`config.mk`:
```
export PLATFORM = sky130hd
export DESIGN_NAME = cu_mcycle_sequencer_flat
export DESIGN_NICKNAME = d
export VERILOG_FILES = /design/src/rtl/cu_mcycle_sequencer_pkg.sv /design/src/rtl/cu_mcycle_sequencer_if.sv /design/src/rtl/cu_tstate_counter.sv /design/src/rtl/cu_mcycle_sequencer.sv /design/src/flat_wrapper.sv
export SDC_FILE = /design/constraint.sdc
export NUM_CORES = 1
export LEC_CHECK = 0
export BUFFER_PORTS_ARGS = -buffer_cell sky130_fd_sc_hd__buf_2
export CAP_MARGIN = 20
export CORE_AREA = 10 10 47 49
export CTS_BUF_LIST = sky130_fd_sc_hd__clkbuf_4 sky130_fd_sc_hd__clkbuf_8
export DETAILED_ROUTE_END_ITERATION = 7
export DIE_AREA = 0 0 57 59
export PLACE_DENSITY = 0.61
export SYNTH_ARGS = -nofsm -noshare
export SYNTH_HDL_FRONTEND = slang
export SYNTH_SLANG_ARGS = --single-unit
```
`constraint.sdc`:
```
create_clock -name i_Clk -period 2.25 [get_ports i_Clk]
set_clock_uncertainty 0.2 [all_clocks]
set_input_delay 0.225 -clock i_Clk [delete_from_list [all_inputs] [get_ports i_Clk]]
set_output_delay 0.225 -clock i_Clk [all_outputs]
set_load 0.02 [all_outputs]
```
`src/rtl/cu_mcycle_sequencer_pkg.sv`:
```
// Shared control-unit definitions for the M-cycle sequencer: run-state enum,
// T-state constants and the dispatch-cycle indices that fire side effects.
package cu_mcycle_sequencer_pkg;

    localparam int T_PER_M_DEFAULT = 4;
    localparam int T_LAST          = T_PER_M_DEFAULT - 1;

    localparam logic [2:0] INT_CLR_IME_CYCLE = 3'd0;
    localparam logic [2:0] INT_ACK_CYCLE     = 3'd3;

    typedef enum logic [1:0] {
        ST_RUN  = 2'd0,
        ST_HALT = 2'd1,
        ST_INT  = 2'd2
    } cu_state_e;

    // Width of the T-state counter; never below one bit.
    function automatic int tstate_width(input int t_per_m);
        return (t_per_m < 2) ? 1 : $clog2(t_per_m);
    endfunction

endpackage

```
`src/rtl/cu_mcycle_sequencer_if.sv`:
```
// Bundle between the decoder / interrupt controller side (master) and the
// M-cycle sequencer (slave).
interface cu_mcycle_sequencer_if
    import cu_mcycle_sequencer_pkg::*;
#(
    parameter int T_PER_M = T_LAST + 1
) ();
    localparam int TW = tstate_width(T_PER_M);

    logic          i_Stall;
    logic          i_InstrDone;
    logic          i_HaltReq;
    logic          i_IntPending;
    logic          i_IME;

    logic [TW-1:0] o_TState;
    logic          o_MCycleEnd;
    logic          o_StepEn;
    logic          o_StepReset;
    logic          o_Halted;
    logic          o_IntDispatch;
    logic [2:0]    o_DispCycle;
    logic          o_ClrIME;
    logic          o_IntAck;

    modport master (
        output i_Stall, i_InstrDone, i_HaltReq, i_IntPending, i_IME,
        input  o_TState, o_MCycleEnd, o_StepEn, o_StepReset, o_Halted,
               o_IntDispatch, o_DispCycle, o_ClrIME, o_IntAck
    );

    modport slave (
        input  i_Stall, i_InstrDone, i_HaltReq, i_IntPending, i_IME,
        output o_TState, o_MCycleEnd, o_StepEn, o_StepReset, o_Halted,
               o_IntDispatch, o_DispCycle, o_ClrIME, o_IntAck
    );

endinterface

```
`src/rtl/cu_tstate_counter.sv`:
```
// Stall-aware T-state counter: wraps every T_PER_M clocks and holds in the
// last T-state while the bus is stalled.
module cu_tstate_counter
    import cu_mcycle_sequencer_pkg::*;
#(
    parameter int T_PER_M = T_LAST + 1
) (
    input  logic                           i_Clk,
    input  logic                           i_nRst,
    input  logic                           i_Stall,
    output logic [tstate_width(T_PER_M)-1:0] o_TState,
    output logic                           o_MCycleEnd
);
    localparam int            TW     = tstate_width(T_PER_M);
    localparam logic [TW-1:0] T_MAX  = TW'(T_PER_M - 1);

    logic at_last;

    assign at_last     = (o_TState == T_MAX);
    assign o_MCycleEnd = at_last & ~i_Stall;

    // NOTE: state registers use non-blocking assignments and clear on the
    // asynchronous reset edge, so every flop is defined before the first clock.
    always_ff @(posedge i_Clk or negedge i_nRst) begin
        if (!i_nRst) begin
            o_TState <= '0;
        end else if (!(at_last && i_Stall)) begin
            // T_PER_M is a power of two, so the natural overflow is the wrap.
            o_TState <= o_TState + 1'b1;
        end
    end

endmodule

```
`src/rtl/cu_mcycle_sequencer.sv`:
```
// SM83 machine-cycle sequencer: run state (RUN/HALT/INT), dispatch counter
// and the Mealy enable/reset strobes for the control-unit step counter.
module cu_mcycle_sequencer
    import cu_mcycle_sequencer_pkg::*;
#(
    parameter int T_PER_M      = T_LAST + 1,
    parameter int INT_M_CYCLES = 5
) (
    input  logic                 i_Clk,
    input  logic                 i_nRst,
    cu_mcycle_sequencer_if.slave bus
);
    localparam int         TW        = tstate_width(T_PER_M);
    localparam logic [2:0] DISP_LAST = 3'(INT_M_CYCLES - 1);

    cu_state_e     state;
    logic [2:0]    disp_cycle;
    logic          clr_ime;
    logic          int_ack;
    logic [TW-1:0] tstate;
    logic          mcycle_end;
    logic          disp_last;
    logic          step_en;
    logic          step_reset;

    cu_tstate_counter #(
        .T_PER_M (T_PER_M)
    ) u_tstate (
        .i_Clk       (i_Clk),
        .i_nRst      (i_nRst),
        .i_Stall     (bus.i_Stall),
        .o_TState    (tstate),
        .o_MCycleEnd (mcycle_end)
    );

    assign disp_last = (disp_cycle == DISP_LAST);

    always_ff @(posedge i_Clk or negedge i_nRst) begin
        if (!i_nRst) begin
            state      <= ST_RUN;
            disp_cycle <= '0;
            clr_ime    <= 1'b0;
            int_ack    <= 1'b0;
        end else begin
            clr_ime <= 1'b0;
            int_ack <= 1'b0;
            if (mcycle_end) begin
                case (state)
                    ST_RUN: begin
                        if (bus.i_InstrDone && bus.i_IntPending && bus.i_IME) begin
                            state <= ST_INT;
                        end else if (bus.i_InstrDone && bus.i_HaltReq && !bus.i_IntPending) begin
                            state <= ST_HALT;
                        end
                    end
                    ST_HALT: begin
                        if (bus.i_IntPending) begin
                            state <= bus.i_IME ? ST_INT : ST_RUN;
                        end
                    end
                    ST_INT: begin
                        // Side-effect pulses are high for the clock after the
                        // edge that closes their dispatch cycle.
                        clr_ime <= (disp_cycle == INT_CLR_IME_CYCLE);
                        int_ack <= (disp_cycle == INT_ACK_CYCLE);
                        if (disp_last) begin
                            state      <= ST_RUN;
                            disp_cycle <= '0;
                        end else begin
                            disp_cycle <= disp_cycle + 3'd1;
                        end
                    end
                    default: state <= ST_RUN;
                endcase
            end
        end
    end

    // NOTE: both strobes get a default before the case, so no path leaves
    // them unassigned and no latch is inferred.
    always_comb begin
        step_en    = 1'b0;
        step_reset = 1'b0;
        if (mcycle_end) begin
            case (state)
                ST_RUN: begin
                    step_en    = 1'b1;
                    step_reset = bus.i_InstrDone;
                end
                ST_HALT: begin
                    step_en    = bus.i_IntPending;
                    step_reset = bus.i_IntPending;
                end
                ST_INT: begin
                    step_en    = disp_last;
                    step_reset = disp_last;
                end
                default: begin
                    step_en    = 1'b0;
                    step_reset = 1'b0;
                end
            endcase
        end
    end

    assign bus.o_TState      = tstate;
    assign bus.o_MCycleEnd   = mcycle_end;
    assign bus.o_StepEn      = step_en;
    assign bus.o_StepReset   = step_reset;
    assign bus.o_Halted      = (state == ST_HALT);
    assign bus.o_IntDispatch = (state == ST_INT);
    assign bus.o_DispCycle   = disp_cycle;
    assign bus.o_ClrIME      = clr_ime;
    assign bus.o_IntAck      = int_ack;

endmodule

```
`src/flat_wrapper.sv`:
```
// flat-port wrapper written by rule: the top's interface ports become plain ports
module cu_mcycle_sequencer_flat import cu_mcycle_sequencer_pkg::*;
#(
    parameter int T_PER_M      = T_LAST + 1,
    parameter int INT_M_CYCLES = 5
)
  (i_Clk, i_nRst, bus_i_Stall, bus_i_InstrDone, bus_i_HaltReq, bus_i_IntPending, bus_i_IME, bus_o_TState, bus_o_MCycleEnd, bus_o_StepEn, bus_o_StepReset, bus_o_Halted, bus_o_IntDispatch, bus_o_DispCycle, bus_o_ClrIME, bus_o_IntAck);
  cu_mcycle_sequencer_if #(.T_PER_M(T_PER_M)) bus_i ();
  input  logic i_Clk;
  input  logic i_nRst;
  input wire logic [$bits(bus_i.i_Stall)-1:0] bus_i_Stall;
  input wire logic [$bits(bus_i.i_InstrDone)-1:0] bus_i_InstrDone;
  input wire logic [$bits(bus_i.i_HaltReq)-1:0] bus_i_HaltReq;
  input wire logic [$bits(bus_i.i_IntPending)-1:0] bus_i_IntPending;
  input wire logic [$bits(bus_i.i_IME)-1:0] bus_i_IME;
  output wire logic [$bits(bus_i.o_TState)-1:0] bus_o_TState;
  output wire logic [$bits(bus_i.o_MCycleEnd)-1:0] bus_o_MCycleEnd;
  output wire logic [$bits(bus_i.o_StepEn)-1:0] bus_o_StepEn;
  output wire logic [$bits(bus_i.o_StepReset)-1:0] bus_o_StepReset;
  output wire logic [$bits(bus_i.o_Halted)-1:0] bus_o_Halted;
  output wire logic [$bits(bus_i.o_IntDispatch)-1:0] bus_o_IntDispatch;
  output wire logic [$bits(bus_i.o_DispCycle)-1:0] bus_o_DispCycle;
  output wire logic [$bits(bus_i.o_ClrIME)-1:0] bus_o_ClrIME;
  output wire logic [$bits(bus_i.o_IntAck)-1:0] bus_o_IntAck;
  assign bus_i.i_Stall = bus_i_Stall;
  assign bus_i.i_InstrDone = bus_i_InstrDone;
  assign bus_i.i_HaltReq = bus_i_HaltReq;
  assign bus_i.i_IntPending = bus_i_IntPending;
  assign bus_i.i_IME = bus_i_IME;
  assign bus_o_TState = bus_i.o_TState;
  assign bus_o_MCycleEnd = bus_i.o_MCycleEnd;
  assign bus_o_StepEn = bus_i.o_StepEn;
  assign bus_o_StepReset = bus_i.o_StepReset;
  assign bus_o_Halted = bus_i.o_Halted;
  assign bus_o_IntDispatch = bus_i.o_IntDispatch;
  assign bus_o_DispCycle = bus_i.o_DispCycle;
  assign bus_o_ClrIME = bus_i.o_ClrIME;
  assign bus_o_IntAck = bus_i.o_IntAck;
  cu_mcycle_sequencer #(.T_PER_M(T_PER_M), .INT_M_CYCLES(INT_M_CYCLES)) u_core (.i_Clk(i_Clk), .i_nRst(i_nRst), .bus(bus_i));
endmodule
```
# --- Yosys cells after proc, flatten, opt, wreduce, memory -nomap -nowiden ---
# Index checks and enable logic that the tools add are counted.
totals:
  out_inout_bits: 12
  ff_bits: 9
classes:
  n_addsub: 2
  reduce_logical: 10
  n_eq_ne: 8
  n_bitwise: 2
  muxes: 15
op_table:
  columns: ["operator", "count"]
  rows:
  - ["2-to-1 mux 2 bit", 5]
  - ["2-to-1 mux 1 bit", 6]
  - ["case mux 1 bit (3 select lines)", 2]
  - ["case mux 2 bit (3 select lines)", 1]
  - ["logical AND 1 bit", 5]
  - ["equality test 2 bit, second input constant", 2]
  - ["AND reduction 4 bit", 1]
  - ["adder 3 x 1 -> 3 bit, second input constant", 1]
  - ["equality test 3 x 2 -> 1 bit, second input constant", 1]
  - ["equality test 3 bit, second input constant", 1]
  - ["zero test 3 bit", 1]
  - ["2-to-1 mux 3 bit", 1]
  - ["!= test 3 x 1 -> 1 bit, second input constant", 1]
  - ["adder 2 x 1 -> 2 bit, second input constant", 1]
  - ["equality test 2 x 1 -> 1 bit, second input constant", 1]
  - ["zero test 2 bit", 1]
  - ["!= test 2 x 1 -> 1 bit, second input constant", 1]
  - ["!= test 2 bit, second input constant", 1]
  - ["AND reduction 2 bit", 1]
  - ["AND 1 bit", 1]
  - ["zero test 1 bit", 1]
  - ["inverter 1 bit", 1]

# --- Logic depth before layout (Yosys ltp) ---
# Gate-level depths: netlist of the first run.
depth:
  ltp_word: 5
  mapped_depth: 5

# --- Cells and area by module ---
# Synthesis of the first run repeated with hierarchy kept, for this count alone.
unflattened:
  hier_cells: 46
  area_unflattened_um2: 521.8
modules_own_cells:
  columns: ["module", "cells_each", "area_per_inst_um2", "n_inst"]
  rows:
  - ["cu_mcycle_sequencer", 39, 420.4, 1]
  - ["cu_tstate_counter", 7, 101.3, 1]

# --- Worst setup path after synthesis of the first run ---
# No wires, ideal clock.
synth_timing:
  kind: "reg-to-output"
  startpoint: "reg u_core.u_tstate.o_TState[0]"
  endpoint: "out bus_o_StepReset"
  path_buffers: 0
  stages_incl_launch_ff: 5
  setup_slack_ns: 0.486
  arrival_ns: 1.339
  path_cell_list: "dfrtp_1 > ha_1 > nand2b_1 > clkinv_2 > a31o_1"
synth_via:
  elab_chain_len: 3
synth_lines:
  columns: ["item", "line", "text"]
  rows:
  - ["start: declaration", "cu_tstate_counter.sv:11", "output logic [tstate_width(T_PER_M)-1:0] o_TState,"]
  - ["start signal: assignment", "cu_tstate_counter.sv:29", "o_TState <= o_TState + 1'b1;"]
  - ["equality test 2 bit", "cu_tstate_counter.sv:19", "assign at_last = (o_TState == T_MAX);"]
  - ["AND 1 bit", "cu_tstate_counter.sv:20", "assign o_MCycleEnd = at_last & ~i_Stall;"]
  - ["net bus_o_MCycleEnd", "flat_wrapper.sv:17", "output wire logic [$bits(bus_i.o_MCycleEnd)-1:0] bus_o_MCycleEnd;"]
  - ["2-to-1 mux 1 bit", "cu_mcycle_sequencer.sv:84", "if (mcycle_end) begin"]
  - ["end: declaration", "flat_wrapper.sv:19", "output wire logic [$bits(bus_i.o_StepReset)-1:0] bus_o_StepReset;"]
# The timed path passes the listed nets, and every way through them passes these cells.

# --- Worst setup path in the final report of the first run ---
layout_timing:
  startpoint: "reg u_core.u_tstate.o_TState[0]"
  endpoint: "out bus_o_StepReset"
layout_via:
  elab_chain_len: 3
layout_lines:
  columns: ["item", "line"]
  rows:
  - ["equality test 2 bit", "cu_tstate_counter.sv:19"]
  - ["AND 1 bit", "cu_tstate_counter.sv:20"]
  - ["2-to-1 mux 1 bit", "cu_mcycle_sequencer.sv:84"]
# No other way between the ends.

==> metrics, run 1 <==
initial antenna violation count=0; Fin Hold WS=about 0.056 ns; Peak VDD IR=roughly 0.60 mV; max cap viols=0; Congestion Overflow GR=0; Max-Slew Margin vs Limit=about four fifths; routability congestion estimate=about 0.75; number of vias per cell=between 4 and 5; Post-CTS Resized=0; clock transition at the registers of the reported paths=0.07 ns; synth unique cells=23; PortBufs=18; final net count=between 80 and 90; CTS tree=built; drt total wl=between 1000 and 1500 um; Worst Setup SP=u_core.u_tstate.o_TState[0]$_DFFE_PN0N_; Worst-Margin Slew=0.2753 ns; PwrDens=between 1000 and 1500 nW/um^2; HPWL after DPL=~870 um; cell depth of the worst hold path=3; Max Freq=~500 MHz; Slew Viols, Final=0; Syn Std Cell Area=about 510 sq um; WP data required=between 1.5 and 2 ns; first-pass GRT wire length=roughly 1800 um; Synth Net Count=57; start point of the worst hold path=bus_i_Stall; Psw=0.0003764 W; Worst Setup End Kind=output port; post-route cell area=about 660 sq um; Clock Sink Count=9; Synth Instances=46; CTS buffer count=3; register bit total from synthesis=9; R2R depth=5; main area contributors after synthesis=dfrtp_1, ha_1, mux2_4; DIE WIDTH=about 57 um; Final min period=~2.0 ns; Global Route Usage Sum=under 10%; Final WS setup=about 0.24 ns; hold endpoint=u_core.u_tstate.o_TState[0]$_DFFE_PN0N_; area grow syn2layout=29.20%; Antenna Nets Post-Route=0; n_diodes=0; sequential power share=around a third; unrepaired setup endpoints after global routing=false; final hold violations=0; largest net degree at the start of global routing=10; clk_lat worst skew=0.26 ns; initial core utilization=36.70%; share of cells above drive strength 1=46.38%; setup TNS=0 ns; Gate power share=50.3%; H-tree levels=1; RR Startpoint=u_core.u_tstate.o_TState[0]$_DFFE_PN0N_; flop-to-flop setup slack=~0.57 ns; synth warn=0; # setup viols final=0; Worst R2R End=u_core.bus.o_DispCycle[0]$_DFFE_PN0P_; Post-CTS Setup Repair Bufs=0; Core Box Area=approximately 1400 sq um; placed standard-cell area=624.3 sq um; Clk network pwr share=about 16%; via count=403; dpl ws=between 0.5 and 0.6 ns; Switching Share=a little over two fifths; Seq/Total Area, Yosys=43.80%; Pwr Total=0.0008871 W; post-DR wirelength/cell=12.46 um; HP Class=in2reg; DRC Markers=0; # rows=14; CP Launch Type=flop; WP data arrival=1.58 ns; drt first pass iters=3; status=finished, final reports clean; period utilization=around nine tenths; cell internal pwr=0.0005107 W; Yosys top cell by area=dfrtp_1; vias in the first global route=between 400 and 500; critical path class=reg2out; Max clock buf depth=2; DIE AREA=approximately 3400 sq um; Root Buffer Master=clkbuf_4; IO Pins=19; Synth top area share=a little over two fifths; DR iter-0 viols=5; Filler cells=between 100 and 150; worst-path maximum fanout=6; Pleak=0.3652 nW; Die Span Y=slightly below 60 um; Syn Area/Cell=11.18 sq um
-- sequential cells by signal, indices dropped and copies added, names as in the netlist --
name	count
u_core.state	2
u_core.bus.o_DispCycle	3
u_core.u_tstate.o_TState	2
u_core.bus.o_IntAck	1
u_core.bus.o_ClrIME	1
-- Yosys cell counts --
library cell	number
ha_1	4
nand2_1	2
nand2_4	1
a21oi_1	3
nor3_1	2
o211ai_1	1
o21a_1	1
a221o_2	1
xor2_1	1
and2b_2	1
mux2_2	1
nand2b_1	1
mux2i_1	1
dfrtp_1	9
and3_2	1
inv_1	4
nor3b_1	1
mux2_4	3
a31o_1	1
nor2_1	4
a31oi_1	1
nor2b_4	1
clkinv_2	1
-- cell usage in the layout, fill, tap and decap left out, drive strengths merged --
cell type and count:
buf 18, dfrtp 9, inv 4, nor2 4
ha 4, clkbuf 4, mux2 4, a21oi 3
nand2 3, nor3 2, and2b 1, nand2b 1
clkinv 1, nor2b 1, mux2i 1, a31o 1
o21a 1, and3 1, nor3b 1, a31oi 1
xor2 1, o211ai 1, a221o 1, dlygate4sd3 1
-- routing by layer --
metal / global-route usage, % / up-vias / part of all wire [%]
met5: 0 / - / 0
met4: 2.013 / 0 / 0
met3: 4.936 / 0 / 8.8
met2: 11.32 / 13 / 50
met1: 6.577 / 186 / 41
li1: - / 204 / -
-- area by class of cell --
type	count	area, sq um	share of cell area (%)
Clock buffer	4	30.03	4.520
Sequential cell	9	225.2	33.90
Timing Repair Buffer	19	100.1	15.07
Multi-Input combinational cell	32	269.0	40.49
Tap cell	16	20.02	3.013
Inverter	5	20.02	3.013
-- worst max path at each step --
stage / endpoint / slack [ns] / cells after the start
after floorplan: bus_o_StepReset / 0.49 / 4
after global placement: bus_o_StepReset / 0.55 / 5
after detailed placement: bus_o_StepReset / 0.52 / 5
after CTS: bus_o_StepReset / 0.23 / 5
after global routing: bus_o_StepReset / 0.14 / 5
final: bus_o_StepReset / 0.24 / 5
-- what timing repair did --
| item | in CTS | in global routing |
|---|---|---|
| setup endpoints to repair | 0 | 0 |
| hold buffers | 1 | 0 |
| endpoints found under the hold margin | 9 | 0 |
-- power by group through the flow --
stage               sequential [W]  clock, W  combinational, W
global route              0.000316  0.000152          0.000511
finish                    0.000302  0.000139          0.000446
CTS                       0.000303  0.000144          0.000460
global placement          0.000305         0          0.000454
floorplan                 0.000356         0          0.000275
detailed placement        0.000305         0          0.000459
-- logic make-up after synthesis --
group	after synthesis	synth area share (%)
buffers and inverters	5	3.891
adders and majority gates	4	9.733
AOI/OAI and AO/OA	8	10.95
muxes	5	12.89
and+or+nand+nor	14	17.03
DFF	9	43.80
xor gates and xnor gates	1	1.703
-- metrics by stage --
stage                     util [%]  instances
after floorplan                  -         46
after detailed placement     44.55         80
final                        47.41         85
after global placement       44.55         80
after global routing         47.41         85
after CTS                    47.41         85
-- critical path: stages (launching register included) --
cell	delay (ns)
dfrtp_1	0.40
ha_1	0.21
nand2b_1	0.18
clkinv_2	0.15
a31o_1	0.22
buf_2	0.15
Note: power is estimated with default switching activity, not from simulation.
==> run 2, diff against run 1 <==
--- a/config.mk
+++ b/config.mk
@@ -5,13 +5,14 @@
 export SDC_FILE = /design/constraint.sdc
 export NUM_CORES = 1
 export LEC_CHECK = 0
+export ABC_AREA = 1
 export BUFFER_PORTS_ARGS = -buffer_cell sky130_fd_sc_hd__buf_2
 export CAP_MARGIN = 20
 export CORE_AREA = 10 10 47 49
 export CTS_BUF_LIST = sky130_fd_sc_hd__clkbuf_4 sky130_fd_sc_hd__clkbuf_8
 export DETAILED_ROUTE_END_ITERATION = 7
 export DIE_AREA = 0 0 57 59
-export PLACE_DENSITY = 0.61
+export PLACE_DENSITY = 0.65
 export SYNTH_ARGS = -nofsm -noshare
 export SYNTH_HDL_FRONTEND = slang
 export SYNTH_SLANG_ARGS = --single-unit
==> metrics, run 2 <==
sequential power share=32.7%; largest net degree at the start of global routing=10; number of vias per cell=between 4 and 5; share of cells above drive strength 1=33.68%; status=finished, final reports clean; critical path class=reg2out; R2R depth=8; Synth Net Count=83; RR Startpoint=u_core.u_tstate.o_TState[0]$_DFFE_PN0N_; final net count=around 110; PortBufs=18; drt total wl=1232 um; cell internal pwr=0.0004518 W; synth warn=0; Syn Area/Cell=around 7.9 sq um; Max clock buf depth=2; initial core utilization=about two fifths; IO Pins=19; Synth top area share=roughly two fifths; post-DR wirelength/cell=~11 um; Worst Setup SP=u_core.bus.o_DispCycle[0]$_DFFE_PN0P_; Worst Setup End Kind=output port; number of flops mapped to enable cells by yosys=0; Global Route Usage Sum=~7.8%; n_diodes=0; unrepaired setup endpoints after global routing=false; CTS buffer count=3; Slew Viols, Final=0; setup TNS=0 ns; WP data required=roughly 1.8 ns; Syn Std Cell Area=between 500 and 600 sq um; Root Buffer Master=clkbuf_4; Switching Share=46.06%; Pleak=approximately 0.4 nW; start point of the worst hold path=bus_i_Stall; first-pass GRT wire length=around 2100 um; Clock Sink Count=9; top_reg_cell synth=dfrtp_1; Die Span Y=between 50 and 60 um; PwrDens=roughly 1200 nW/um^2; Max Freq=between 500 and 600 MHz; Final min period=between 1.5 and 2 ns; Synth Instances=slightly above 70; WP data arrival=roughly 1.4 ns; DRC Markers=0; Psw=0.0003858 W; Post-CTS Setup Repair Bufs=0; total placed cells including tap cells=106; cell depth of the worst hold path=3; Seq/Total Area, Yosys=between 30% and 40%; register bit total from synthesis=9; period utilization=81.09%; # rows=14; max cap viols=0; Peak VDD IR=roughly 0.54 mV; clk_lat worst skew=approximately 0.25 ns; # setup viols final=0; H-tree levels=1; HP Class=in2reg; Pwr Total=0.0008376 W; DR iter-0 viols=2; DIE AREA=around 3400 sq um; HPWL after DPL=slightly above 1000 um; main area contributors after synthesis=dfrtp_1, nand2_1, ha_1; FFs w/ async S/R, synth=between 90% and 100%; final hold violations=0; Core Box Area=1401 sq um; Antenna Nets Post-Route=0; most frequent cells in the layout=nand2_1, buf_2, inv_1, nand3_1, dfrtp_1; via count=a little over 500; drt first pass iters=4; Worst-Margin Slew=0.2664 ns; initial antenna violation count=0; vias in the first global route=slightly below 500; worst-path maximum fanout=5; routability congestion estimate=around 0.85; DIE WIDTH=around 57 um; Yosys top cell by area=dfrtp_1; Clk network pwr share=around 16%; area grow syn2layout=26.43%; Max-Slew Margin vs Limit=approximately 82%; Non-Filler Instances=between 100 and 150; top-count cell post-synth=nand2_1; CTS tree=built; synth unique cells=17; Congestion Overflow GR=0; CP Launch Type=flop; max reg flops=3; Gate power share=51.4%; clock transition at the registers of the reported paths=around 0.060 ns; commonest cells in the netlist=nand2_1, inv_1, dfrtp_1, nand3_1, ha_1
==> run 2: cell count changes in the layout (fill, tap and decap cells not counted), moves of 3 or more <==
cell and delta:
mux2_4 -3, nand3_1 +9, nand2_1 +16, inv_1 +8, nor2_4 +3
==> run 2: area by class of cell <==
type / count / area [sq um]
clock buffers: 4 / 30.03
flip-flops and latches: 9 / 225.2
well taps: 16 / 20.02
fillers: 136 / 683.2
inverters: 14 / 52.55
repair buffers: 19 / 100.1
multi-input cells: 49 / 290.3
==> run 2: worst paths after layout <==
| kind | to | slack, ns |
|---|---|---|
| worst max-delay path | bus_o_StepEn | 0.43 |
| worst min-delay path | u_core.u_tstate.o_TState[0]$_DFFE_PN0N_ | 0.11 |
| worst max register to register | u_core.state[0]$_DFFE_PN0P_ | 0.83 |
| worst min register to register | u_core.u_tstate.o_TState[0]$_DFFE_PN0N_ | 0.30 |
| max in group asynchronous | u_core.state[0]$_DFFE_PN0P_ | 1.53 |
| min in group asynchronous | u_core.bus.o_IntAck$_DFF_PN0_ | 0.15 |
==> run 2: per-layer routing <==
layer / global-route usage [%] / vias to the layer above / wire, um
met5: 0 / - / 0
met4: 5.034 / 0 / 11
met3: 2.575 / 2 / 95
met2: 12.87 / 13 / 562
met1: 8.425 / 221 / 562
li1: - / 275 / -
==> run 2: logic make-up (layout without fill, tap and decap cells) <==
family                     count (synthesis)  count (layout)  synth area share, %
xor gates and xnor gates                   1               1                1.542
buffers and inverters                     14              37                9.251
AOI/OAI and AO/OA                          4               4                3.524
DFF                                        9               9                39.65
adders and majority gates                  4               4                8.811
and+or+nand+nor                           39              39                35.24
muxes                                      1               1                1.982
==> run 2: worst max-delay path, stage by stage (launching register included) <==
cell	delay, ns
dfrtp_1	0.41
inv_1	0.07
ha_1	0.17
nand4_1	0.13
nand3b_1	0.11
nand2_1	0.05
inv_1	0.05
buf_2	0.15
==> run 2: power groups by stage <==
stage	clock network [W]	logic (W)	registers (W)
after floorplan	0	0.000278	0.000310
after global placement	0	0.000432	0.000274
after detailed placement	0	0.000435	0.000276
after CTS	0.000137	0.000441	0.000274
after global routing	0.000153	0.000491	0.000283
final	0.000133	0.000431	0.000274
==> run 2: stage by stage <==
step	instance area (sq um)	hold WS (ns)	worst slack (ns)	utilization, %
floorplan	568.0	-0.2706	0.6570	-
global placement	678.2	-0.1203	0.6953	48.39
detailed placement	678.2	-0.1139	0.6860	48.39
CTS	718.2	0.09829	0.4032	51.25
global route	718.2	0.1088	0.2612	51.25
finish	718.2	0.1060	0.4254	51.25
==> run 2: timing repair <==
| action | 4_1_cts | 5_1_grt |
|---|---|---|
| hold buffers | 1 | 0 |
| endpoints found under the hold margin | 9 | 0 |
| resized for setup | 0 | 0 |
